## config.mk

```make
export PLATFORM = sky130hd
export DESIGN_NAME = sa3_operand_loader
export DESIGN_NICKNAME = d
export VERILOG_FILES = /design/src/rtl/sa3_operand_loader.sv
export SDC_FILE = /design/constraint.sdc
export NUM_CORES = 1
export LEC_CHECK = 0
export ABC_CLOCK_PERIOD_IN_PS = 5800
export BUFFER_PORTS_ARGS = -buffer_cell sky130_fd_sc_hd__buf_2
export CAP_MARGIN = 20
export CORE_MARGIN = 3
export CORE_UTILIZATION = 25
export DETAILED_ROUTE_END_ITERATION = 7
export PLACE_DENSITY_LB_ADDON = 0.12
export RECOVER_POWER = 50
export SYNTH_ARGS = -nofsm -noshare
export SYNTH_HDL_FRONTEND = slang
export SYNTH_SLANG_ARGS = --single-unit
```

## constraint.sdc

```tcl
create_clock -name clk -period 5.8 [get_ports clk]
set_clock_uncertainty 0.2 [all_clocks]
set_input_delay 0.29 -clock clk [delete_from_list [all_inputs] [get_ports clk]]
set_output_delay 0.29 -clock clk [all_outputs]
set_load 0.02 [all_outputs]
```

## src/rtl/sa3_operand_loader.sv

```systemverilog
// sa3_operand_loader: fetches a 3x3 filter and a 4x4 input tile from a single-port,
// 1-cycle-latency operand memory into holding registers. It then presents them to the
// 3x3 systolic array and runs the array until it reports completion.
//
// Handshake summary: start is sampled only in IDLE (a one-edge request, with no ready).
// mem_rd/mem_addr issue one read per cycle. mem_rdata is taken the cycle after its read.
// active_sa3 is a level request that stays high until done_sa3 is seen at an edge.
// tile_done is a single-cycle pulse on the return to IDLE.
module sa3_operand_loader #(
    parameter int DATA_W = 8,
    parameter int ADDR_W = 10
) (
    input  logic              clk,
    input  logic              rst,
    input  logic              start,
    input  logic [ADDR_W-1:0] flt_base,
    input  logic [ADDR_W-1:0] img_base,
    input  logic [ADDR_W-1:0] img_stride,
    output logic              mem_rd,
    output logic [ADDR_W-1:0] mem_addr,
    input  logic [DATA_W-1:0] mem_rdata,
    output logic [DATA_W-1:0] a11, a12, a13, a14,
    output logic [DATA_W-1:0] a21, a22, a23, a24,
    output logic [DATA_W-1:0] a31, a32, a33, a34,
    output logic [DATA_W-1:0] a41, a42, a43, a44,
    output logic [DATA_W-1:0] b11, b12, b13,
    output logic [DATA_W-1:0] b21, b22, b23,
    output logic [DATA_W-1:0] b31, b32, b33,
    output logic              active_sa3,
    input  logic              done_sa3,
    output logic              busy,
    output logic              tile_done,
    output logic [1:0]        dbg_state
);

    typedef enum logic [1:0] {
        IDLE  = 2'd0,
        FETCH = 2'd1,
        DRAIN = 2'd2,
        RUN   = 2'd3
    } state_t;

    localparam logic [4:0] LAST_ISSUE = 5'd24;
    localparam logic [4:0] FLT_WORDS  = 5'd9;

    state_t state_q;
    state_t state_d;

    // Index of the word currently on mem_addr: 0..8 filter, 9..24 tile.
    logic [4:0]        issue_n;
    // Issue index delayed by one cycle, lined up with mem_rdata.
    logic [4:0]        cap_idx;
    logic              cap_vld;
    logic [ADDR_W-1:0] flt_b;
    logic [ADDR_W-1:0] img_b;
    logic [ADDR_W-1:0] stride_r;
    // Operand holding registers: [0..8] filter row-major, [9..24] tile row-major.
    logic [DATA_W-1:0] op_q [25];

    logic [4:0]        issue_next;
    logic [3:0]        img_i;
    logic [ADDR_W-1:0] addr_next;

    // Address of the next word to issue, from the bases latched at start.
    always_comb begin
        issue_next = issue_n + 5'd1;
        img_i      = 4'(issue_next - FLT_WORDS);
        addr_next  = '0;
        if (issue_next < FLT_WORDS) begin
            addr_next = flt_b + ADDR_W'(issue_next);
        end else begin
            addr_next = img_b + stride_r * ADDR_W'(img_i[3:2]) + ADDR_W'(img_i[1:0]);
        end
    end

    // Next-state logic for the load sequence.
    always_comb begin
        state_d = state_q;
        case (state_q)
            IDLE:    if (start) state_d = FETCH;
            FETCH:   if (issue_n == LAST_ISSUE) state_d = DRAIN;
            DRAIN:   state_d = RUN;
            RUN:     if (done_sa3) state_d = IDLE;
            default: state_d = IDLE;
        endcase
    end

    // State register.
    always_ff @(posedge clk) begin
        if (!rst) begin
            state_q <= IDLE;
        end else begin
            state_q <= state_d;
        end
    end

    // Read issue, capture pipeline and run/complete handshake registers.
    always_ff @(posedge clk) begin
        if (!rst) begin
            mem_rd     <= 1'b0;
            mem_addr   <= '0;
            issue_n    <= '0;
            cap_idx    <= '0;
            cap_vld    <= 1'b0;
            flt_b      <= '0;
            img_b      <= '0;
            stride_r   <= '0;
            active_sa3 <= 1'b0;
            busy       <= 1'b0;
            tile_done  <= 1'b0;
            for (int j = 0; j < 25; j++) op_q[j] <= '0;
        end else begin
            tile_done <= 1'b0;
            cap_vld   <= mem_rd;
            cap_idx   <= issue_n;
            if (cap_vld) op_q[cap_idx] <= mem_rdata;
            case (state_q)
                IDLE: begin
                    if (start) begin
                        flt_b    <= flt_base;
                        img_b    <= img_base;
                        stride_r <= img_stride;
                        mem_rd   <= 1'b1;
                        mem_addr <= flt_base;
                        issue_n  <= '0;
                        busy     <= 1'b1;
                    end
                end
                FETCH: begin
                    if (issue_n == LAST_ISSUE) begin
                        mem_rd <= 1'b0;
                    end else begin
                        issue_n  <= issue_next;
                        mem_addr <= addr_next;
                    end
                end
                DRAIN: begin
                    active_sa3 <= 1'b1;
                end
                RUN: begin
                    if (done_sa3) begin
                        active_sa3 <= 1'b0;
                        busy       <= 1'b0;
                        tile_done  <= 1'b1;
                    end
                end
                default: ;
            endcase
        end
    end

    assign dbg_state = state_q;

    assign b11 = op_q[0];  assign b12 = op_q[1];  assign b13 = op_q[2];
    assign b21 = op_q[3];  assign b22 = op_q[4];  assign b23 = op_q[5];
    assign b31 = op_q[6];  assign b32 = op_q[7];  assign b33 = op_q[8];
    assign a11 = op_q[9];  assign a12 = op_q[10]; assign a13 = op_q[11]; assign a14 = op_q[12];
    assign a21 = op_q[13]; assign a22 = op_q[14]; assign a23 = op_q[15]; assign a24 = op_q[16];
    assign a31 = op_q[17]; assign a32 = op_q[18]; assign a33 = op_q[19]; assign a34 = op_q[20];
    assign a41 = op_q[21]; assign a42 = op_q[22]; assign a43 = op_q[23]; assign a44 = op_q[24];

endmodule

```

==> impl_metrics.toml, run 1 <==
[status]
status = "finished with violations"
failed_checks = "capacitance limit, slew limit"

[clock_network]
post_cts_buffers = 0
clkTransAtPathRegs_ns = 0.06
cts_tree = "built"
ctsRootBufferMaster = "clkbuf_16"
clkLatencyLatePin_ns = 0.54
cts.sinks = 257
numCtsBuffers = 34
cts.htree.levels = 2
cts_buffer_depth = 3

[placed_design]
hpwlAfterDp_um = 24750
gp_congestion = 0.7496
portBuffers = 257

[floorplan]
initial_utilization = 0.2542
core_mm2 = 0.04451
die_h_um = 218.8
die_w_um = 218.8
dieArea_mm2 = 0.04785
pin_count = 258
fp-row-count = 77

[yosys]
yosys.area_share.xor_xnor = 0.01537
synth_top_family_by_area = "simple AND/OR/NAND/NOR gates"
synthSimpleGateAreaFrac = 0.1903
netlist_top_cells_area = "edfxtp_1 53%, and2_1 12%, dfxtp_1 10%"
synth-async-reset-ratio = 0
netlist_area_mm2 = 0.01132
ys_seq_area_frac = 0.6316
synth_ff_type = "edfxtp_1"
synth_fp_nets = 1008
yosys_warnings = 0
synth.top_cell.area_share = 0.5307
synth_edf_count = 200
avgSynthCellArea_um2 = 12.22
synth-adder-area-share = 0.05153
yosysTopAreaCell = "edfxtp_1"
synthMuxAreaShare = 0.008846
ys_types = 50
synthCells = 926
synth-seq-cells = 257
synth_compound_area_frac = 0.07740

[power]
power.leakage_nw = 5.467
power_frac_seq = 0.417
ir_drop_uv = 172.6
switchingPower_mw = 1.636
combPwrFrac = 0.191
power_density_mw_per_mm2 = 369.2
p_int_mw = 3.708
p_clk_frac = 0.392
swShare = 0.3062
power_mw = 5.344

[hold_path]
hp-class = "reg -> reg"

[global_routing]
grt.overflow.total = 0
grt_pass1_vias = 7860
grt_pass1_wl_um = 51600
antenna_found_initial = 1
grtUsageTotal = 0.1467
grt_max_degree = 38

[critical_path]
critPathMaxFanout = 8
crit_type = "reg -> reg"
crit_required_ns = 6.02
arrival_ns = 5.49
end_kind = "flip-flop"
worstSetupStartpointType = "flip-flop"

[sta]
min_period_ns = 5.266
finalHoldViolCount = 0
setup_tns_ns = 0
slew_viol_final = 71
grt_setup_unrepaired = "false"
fmax_mhz = 189.9
slew_headroom = -0.2201
worst_pin_slew_ns = 1.830
setup_viol = 0
min_period_over_period = 0.9079

[flow_run]
maxCapViolations = 2

[drt]
drt_wl_total_um = 36080
ant_nets = 0
vias = 7825
wire_per_inst_um = 19.49
drt_iter0_drc = 347
drc = 0
vias_per_cell = 4.227
first_pass_iters = 4

[final_layout]
fin_util = 0.3252
drive_above_1_share = 0.1010
fin_nets = 1314
area.growth.synth_to_final_pct = 27.93
## cell usage in the layout, fill, tap and decap left out, types with 3 or more instances in the layout
cell           count
ha_1              29
xor2_1             3
a211o_1            4
edfxtp_1         200
clkbuf_1         225
nand4_1            3
nand3_1            5
buf_4              7
a21oi_1           34
o221ai_1           3
nand2_1           90
clkinv_1           7
inv_1             20
bufinv_16          3
nor2_1            39
or3_1              3
dfxtp_1           57
a31oi_1            5
o21a_1             6
fa_1              11
a21boi_0          22
buf_2             55
nor2b_1            6
nor3_1             4
o21ai_0           39
xnor2_1           15
a21o_1             4
and2_1           186
and2_0            37
nand2b_1           7
clkinv_2           8
a211oi_1           4
clkbuf_4           3
clkbuf_16         34
dlygate4sd3_1     32
mux2i_1           10
o21bai_1           4
## final cells by class
class / instances / area (um2)
fill: 4639 / 30030
sequential: 257 / 7147
multi-input combinational: 600 / 3891
timing repair buffer: 318 / 1501
clock buffer: 41 / 897.1
tap: 592 / 740.7
clock inverter: 21 / 217.7
inverter: 21 / 78.83
antenna: 1 / 2.502
## synth_stat cells (4+ instances only)
cell type / instances
ha_1: 29
nor2b_1: 6
a31oi_1: 5
nor3_1: 4
a211o_1: 4
nand2_1: 90
o21ai_0: 40
fa_1: 11
and2_1: 223
clkbuf_1: 42
a21boi_0: 22
a211oi_1: 5
o21bai_1: 4
mux2i_1: 10
xnor2_1: 15
o21a_1: 6
edfxtp_1: 200
inv_1: 20
a21oi_1: 34
nand2b_1: 7
dfxtp_1: 57
a21o_1: 4
nor2_1: 39
nand3_1: 5
## what timing repair did
action,in CTS,in global routing
hold endpoints to repair,42,0
hold buffers,32,0
setup endpoints to repair,0,1
gates resized for setup,0,1
## power by group through the flow
stage / Sequential, mW / Clock [mW] / Combinational [mW]
after detailed placement: 2.27 / 0 / 1.05
after CTS: 2.23 / 2.16 / 1.07
final: 2.23 / 2.10 / 1.02
after global placement: 2.27 / 0 / 1.05
after global routing: 2.25 / 2.22 / 1.15
after floorplan: 2.37 / 0 / 0.550
## cells by family (layout without fill, tap and decap cells)
group | after synthesis | count (layout)
buffers and inverters | 69 | 401
AOI/OAI and AO/OA | 138 | 138
and+or+nand+nor | 393 | 393
adders and majority gates | 40 | 40
DFF | 257 | 257
xor gates and xnor gates | 19 | 19
other | 0 | 1
muxes | 10 | 10
## flip-flops by register name (all words and copies together), names as in the netlist
signal	flops
img_b	10
mem_addr	10
busy	1
cap_vld	1
cap_idx	5
op_q	200
flt_b	10
tile_done	1
dbg_state	2
stride_r	10
issue_n	5
mem_rd	1
active_sa3	1
## path summary, 6_finish.rpt
kind / startpoint / to / slack (ns) / cells past startpoint
worst min-delay path: img_b[1] / img_b[1] / 0.26 / 2
worst min register to register: img_b[1] / img_b[1] / 0.26 / 2
worst max register to register: issue_n[1] / mem_addr[9] / 0.53 / 20
worst max-delay path: issue_n[1] / mem_addr[9] / 0.53 / 20
## routing by layer
metal  track usage  vias up  part of all wire
met5             0        -                 0
met4       0.03932        0             0.017
met1        0.1927     3756              0.45
met3       0.02892       48             0.056
met2        0.2474      200              0.47
li1              -     3821                 -
## worst max-delay path, cell delays in order (launching register included)
cell and delay (ns):
dfxtp_1 0.45, inv_1 0.09, ha_1 0.44, and3_2 0.27, a31oi_1 0.24, o21ai_0 0.14
nand2_1 0.10, xnor2_1 0.12, buf_4 0.17, nand2_1 0.08, fa_1 0.49, fa_1 0.54
inv_1 0.04, ha_1 0.21, fa_1 0.43, a211oi_2 0.30, o21bai_1 0.11, a31oi_1 0.23
xnor2_1 0.17, mux2i_1 0.23, a31oi_1 0.10
## per-stage QoR
stage               area [um2]  setup slack (ns)  cells  hold WS (ns)
CTS                      14660            0.4118   1833        0.1589
floorplan                11320            0.6528    926        0.2260
global route             14470            0.1280   1850        0.2865
finish                   14480            0.5342   1851        0.2597
detailed placement       13220            0.4355   1739        0.2503
global placement         13180            0.5274   1733        0.2503
(Power assumes the default switching activity.)
==> inputs of run 2 (changes only) <==
- ABC_CLOCK_PERIOD_IN_PS: 5800 -> 4430
- clock period: 5.8 -> 4.43 ns (I/O delays scaled with it)
==> run 2 against run 1 <==
Compared with the run above: the flow now finishes without violations; wire length up 0.87%; flip-flop and latch count stayed put; via count increased by 2.0%; sequential share of layout area shrank 1.5 points; fmax rose by 21%; first-iteration DRC count grew 17%; die area did not move; register-to-register slack got worse by 0.44 ns; worst setup slack worse by 0.44 ns; largest power group unchanged.
==> impl_metrics.toml, run 2 (synthesis results as in run 1) <==
[status]
status = "completed"

[drt]
vias = 7983
ant_nets = 0
wl_met2_um = 17210
wl_met3_um = 2000
drc = 0
wl_met1_um = 16480
drt_wl_total_um = 36390
first_pass_iters = 4
maxUsedRoutingLayer = "met4"
vias_per_cell = 4.280
drt_iter0_drc = 406
wire_per_inst_um = 19.51

[global_routing]
grt_pass1_vias = 7839
grt_max_degree = 68
grt.overflow.total = 0
grtUsageTotal = 0.1491
antenna_found_initial = 0
grt_pass1_wl_um = 52480

[critical_path]
crit_chain = "inv_2, ha_4, and3_4, a31oi_4, o21ai_1, nand2_1, xnor2_2, nand2_1, fa_1, fa_1, inv_1, ha_2, fa_2, a211oi_2, o21bai_1, a31oi_2, xnor2_1, mux2i_1, a31oi_1"
end_kind = "flip-flop"
arrival_ns = 4.53
timing.rr.end = "mem_addr[9]"
crit_path_top_delay_cell = "fa_1"
crit_type = "reg -> reg"
critical_path.endpoint = "mem_addr[9]"
critPathMaxFanout = 5
worstSetupStartpointType = "flip-flop"
crit_start = "issue_n[1]"
ff2ff_path_depth = 19
r2r-start = "issue_n[1]"
cpPeakStageDelay_ns = 0.51
crit_required_ns = 4.62
r2r_setup_slack_ns = 0.09

[flow_run]
maxCapViolations = 0

[clock_network]
cts_buffer_depth = 3
ctsRootBufferMaster = "clkbuf_16"
cts_tree = "built"
numCtsBuffers = 34
clkTransAtPathRegs_ns = 0.06
cts.htree.levels = 2
cts.sinks = 257
clkLatencyLatePin_ns = 0.53

[sta]
setup_viol = 0
min_period_over_period = 0.9788
slew_headroom = 0.3788
fmax_mhz = 230.6
slew_viol_final = 0
min_period_ns = 4.336
finalHoldViolCount = 0
worst_pin_slew_ns = 0.9247
whs_ns = 0.05842
grt_setup_unrepaired = "true"

[floorplan]
die_w_um = 218.8
dieArea_mm2 = 0.04785
core_mm2 = 0.04451
die_h_um = 218.8
initial_utilization = 0.2542
pin_count = 258
fp-row-count = 77

[power]
power_mw = 7.077
power.leakage_nw = 6.296
ir_drop_uv = 298.5
power_density_mw_per_mm2 = 473.4

[final_layout]
drive_above_1_share = 0.2932
final_cell_mix = "274 x buf_2, 222 x and2_1, 200 x edfxtp_1"
layout_commonest_cell = "buf_2"
fin_nets = 1330
fin_area_mm2 = 0.01495
regMostFlops = "op_q"
largest_reg_flops = 200
area.growth.synth_to_final_pct = 32.11

[placed_design]
placed_area_mm2 = 0.01336
hpwlAfterDp_um = 25050
gp_congestion = 0.7698
portBuffers = 257

[hold_path]
hp-class = "in -> reg"
-- run 2: power by group --
part / internal (mW) / switching, mW / leakage (nW)
Clock: 1.63 / 1.06 / 0.527
Sequential: 2.79 / 0.127 / 2.53
Combinational: 0.537 / 0.941 / 3.24
-- run 2: metal layers --
layer | global-route usage | vias to the layer above
li1 | - | 3867
met1 | 0.2016 | 3857
met2 | 0.2468 | 213
met3 | 0.02711 | 46
met4 | 0.03867 | 0
met5 | 0 | -
-- run 2: how the worst min path moves through the flow --
stage	start	end	cells past startpoint
2_1_floorplan	img_base[1]	img_b[1]	2
3_3_place_gp	img_b[1]	img_b[1]	2
3_5_place_dp	img_b[1]	img_b[1]	2
4_1_cts	start	busy	5
5_1_grt	start	busy	5
6_report	start	busy	5
-- run 2: layout make-up --
| type | count | area, um2 |
|---|---|---|
| fill | 4546 | 29560 |
| multi-input combinational | 600 | 3983 |
| antenna | 1 | 2.502 |
| sequential | 257 | 7149 |
| clock inverter | 18 | 173.9 |
| clock buffer | 42 | 902.1 |
| tap | 592 | 740.7 |
| inverter | 21 | 78.83 |
| timing repair buffer | 334 | 1919 |
-- run 2: worst max-delay path: cells and delay by family, from the launching register on --
kind            cells  cell delay, ns
fa+ha+maj           5            1.77
mux                 1            0.22
buf+inv             2            0.10
compound gates      6            0.92
xor+xnor            2            0.29
flops               1            0.33
simple gates        3            0.38
-- run 2: per-stage QoR --
step                      setup slack, ns  std cells  utilization   TNS, ns
after floorplan                   0.01172        926            -         0
after global placement            0.04518       1743       0.2987         0
after detailed placement         -0.06880       1751       0.3002  -0.06880
after CTS                        0.006662       1846       0.3325         0
after global routing              -0.1256       1864       0.3358   -0.1515
final                             0.09390       1865       0.3359         0
-- run 2: repair_timing --
| action | in CTS | in global routing |
|---|---|---|
| setup endpoints to repair | 1 | 5 |
| setup buffers | 4 | 2 |
| pin swaps | 8 | 9 |
| gates resized for setup | 5 | 8 |
| hold buffers | 31 | 0 |
| endpoints found under the hold margin | 42 | 0 |
==> inputs of run 3 (changes only) <==
- CORE_UTILIZATION: 25 -> 40
==> run 3 against run 2 <==
Compared with the run above: total power down 4.6%; sequential share of layout area up 1.4 points; first-iteration DRC count rose by 18%; count of clock-buffer cells in the layout down 8; die area is 37% lower; largest power group unchanged.
==> impl_metrics.toml, run 3 (synthesis results as in run 1) <==
[global_routing]
antenna_found_initial = 0
grt_pass1_vias = 7754
grt_pass1_wl_um = 46240
grt.overflow.total = 0
grt_max_degree = 68
grtUsageTotal = 0.1951

[clock_network]
cts_buffer_depth = 3
clkLatencyLatePin_ns = 0.56
cts.htree.levels = 1
cts_tree = "built"
cts.sinks = 257
clkTransAtPathRegs_ns = 0.06
ctsRootBufferMaster = "clkbuf_16"
numCtsBuffers = 28

[drt]
drt_wl_total_um = 30410
wire_per_inst_um = 18.66
ant_nets = 0
vias_per_cell = 4.842
drt_iter0_drc = 480
drc = 0
first_pass_iters = 5
vias = 7892

[critical_path]
crit_buf_inv = 2
path_delay_family = "adder cells"
arrival_ns = 4.55
crit_path_top_delay_cell = "fa_1"
cpPeakStageDelay_ns = 0.51
crit_type = "reg -> reg"
crit_chain = "inv_2, ha_4, and3_4, a31oi_4, o21ai_1, nand2_1, xnor2_2, nand2_1, fa_1, fa_1, inv_1, ha_2, fa_2, a211oi_2, o21bai_1, a31oi_1, xnor2_1, mux2i_1, a31oi_1"
crit_required_ns = 4.65
end_kind = "flip-flop"
critPathMaxFanout = 5
worstSetupStartpointType = "flip-flop"

[floorplan]
fp-row-count = 60
pin_count = 258
initial_utilization = 0.4130
die_h_um = 174.2
die_w_um = 174.2
dieArea_mm2 = 0.03034
core_mm2 = 0.02740

[sta]
worst_pin_slew_ns = 1.092
min_period_ns = 4.328
setup_viol = 0
slew_viol_final = 0
finalHoldViolCount = 0
setup_tns_ns = 0
slew_headroom = 0.2640
fmax_mhz = 231.1
grt_setup_unrepaired = "true"
min_period_over_period = 0.9769

[power]
power.leakage_nw = 6.230
power_density_mw_per_mm2 = 465.3
ir_drop_uv = 310.9

[final_layout]
num-fill-cells = 2422
largest_reg_flops = 200
drive_above_1_share = 0.2878
regMostFlops = "op_q"
final_cell_mix = "265 x buf_2, 223 x and2_1, 200 x edfxtp_1"
layout_commonest_cell = "buf_2"
fin_nets = 1319
area.growth.synth_to_final_pct = 28.31
seqCellArea_mm2 = 0.007149
antenna_cells = 0
multi_input_area_mm2 = 0.003949
fin_util = 0.5299

[placed_design]
gp_congestion = 0.8021
hpwlAfterDp_um = 20800
portBuffers = 257

[status]
status = "completed"

[hold_path]
hp-class = "in -> reg"

[flow_run]
maxCapViolations = 0
-- run 3: changes by cell type in the layout (fill, tap and decap cells not counted), moves of 3 or more --
| cell | change |
|---|---|
| clkbuf_4 | -4 |
| clkbuf_16 | -7 |
| buf_2 | -9 |
| buf_4 | +5 |
| clkinv_1 | -5 |
| clkinv_2 | +3 |
-- run 3: routing by layer --
metal,global-route usage,up-vias,share of wire
li1,-,3820,-
met1,0.2599,3762,0.45
met2,0.3306,258,0.47
met3,0.03539,52,0.055
met4,0.05027,0,0.025
met5,0,-,0
-- run 3: cell type report --
type | count | area share
Sequential cell | 257 | 0.4924
Clock inverter | 17 | 0.01603
Clock buffer | 34 | 0.05050
Tap cell | 372 | 0.03206
Multi-Input combinational cell | 600 | 0.2720
Inverter | 21 | 0.005602
Timing Repair Buffer | 329 | 0.1314
-- run 3: through the flow --
step | area, um2 | hold WS (ns) | total power [mW] | cells | setup WS (ns)
floorplan | 11360 | 0.1575 | 3.840 | 926 | 0.01172
global placement | 13040 | 0.2422 | 4.301 | 1526 | 0.08018
detailed placement | 13050 | 0.2518 | 4.315 | 1527 | -0.02654
CTS | 14380 | 0.1287 | 6.781 | 1614 | 0.003777
global route | 14520 | 0.1528 | 7.080 | 1630 | -0.1079
finish | 14520 | 0.1431 | 6.755 | 1630 | 0.1022
-- run 3: repair_timing --
| action | 4_1_cts | 5_1_grt |
|---|---|---|
| endpoints found under the setup margin | 1 | 5 |
| endpoints found under the hold margin | 42 | 0 |
| buffers inserted | 4 | 5 |
| gates resized for setup | 3 | 7 |
| pin swaps | 8 | 13 |
| hold buffers | 32 | 0 |
-- run 3: power by group --
part	total (mW)	switching, mW	leakage (nW)	internal [mW]
Clock	2.43	0.957	0.470	1.47
Combinational	1.42	0.895	3.23	0.521
Sequential	2.91	0.126	2.53	2.79
Total	6.76	1.98	6.23	4.78
-- run 3: path summary, 6_finish.rpt --
| kind | endpoint | startpoint | slack (ns) | cells past startpoint |
|---|---|---|---|---|
| max | mem_addr[9] | issue_n[0] | 0.10 | 19 |
| max reg2reg | mem_addr[9] | issue_n[0] | 0.10 | 19 |
| min | op_q[8][2] | mem_rdata[2] | 0.14 | 2 |
| min reg2reg | img_b[1] | img_b[1] | 0.26 | 2 |
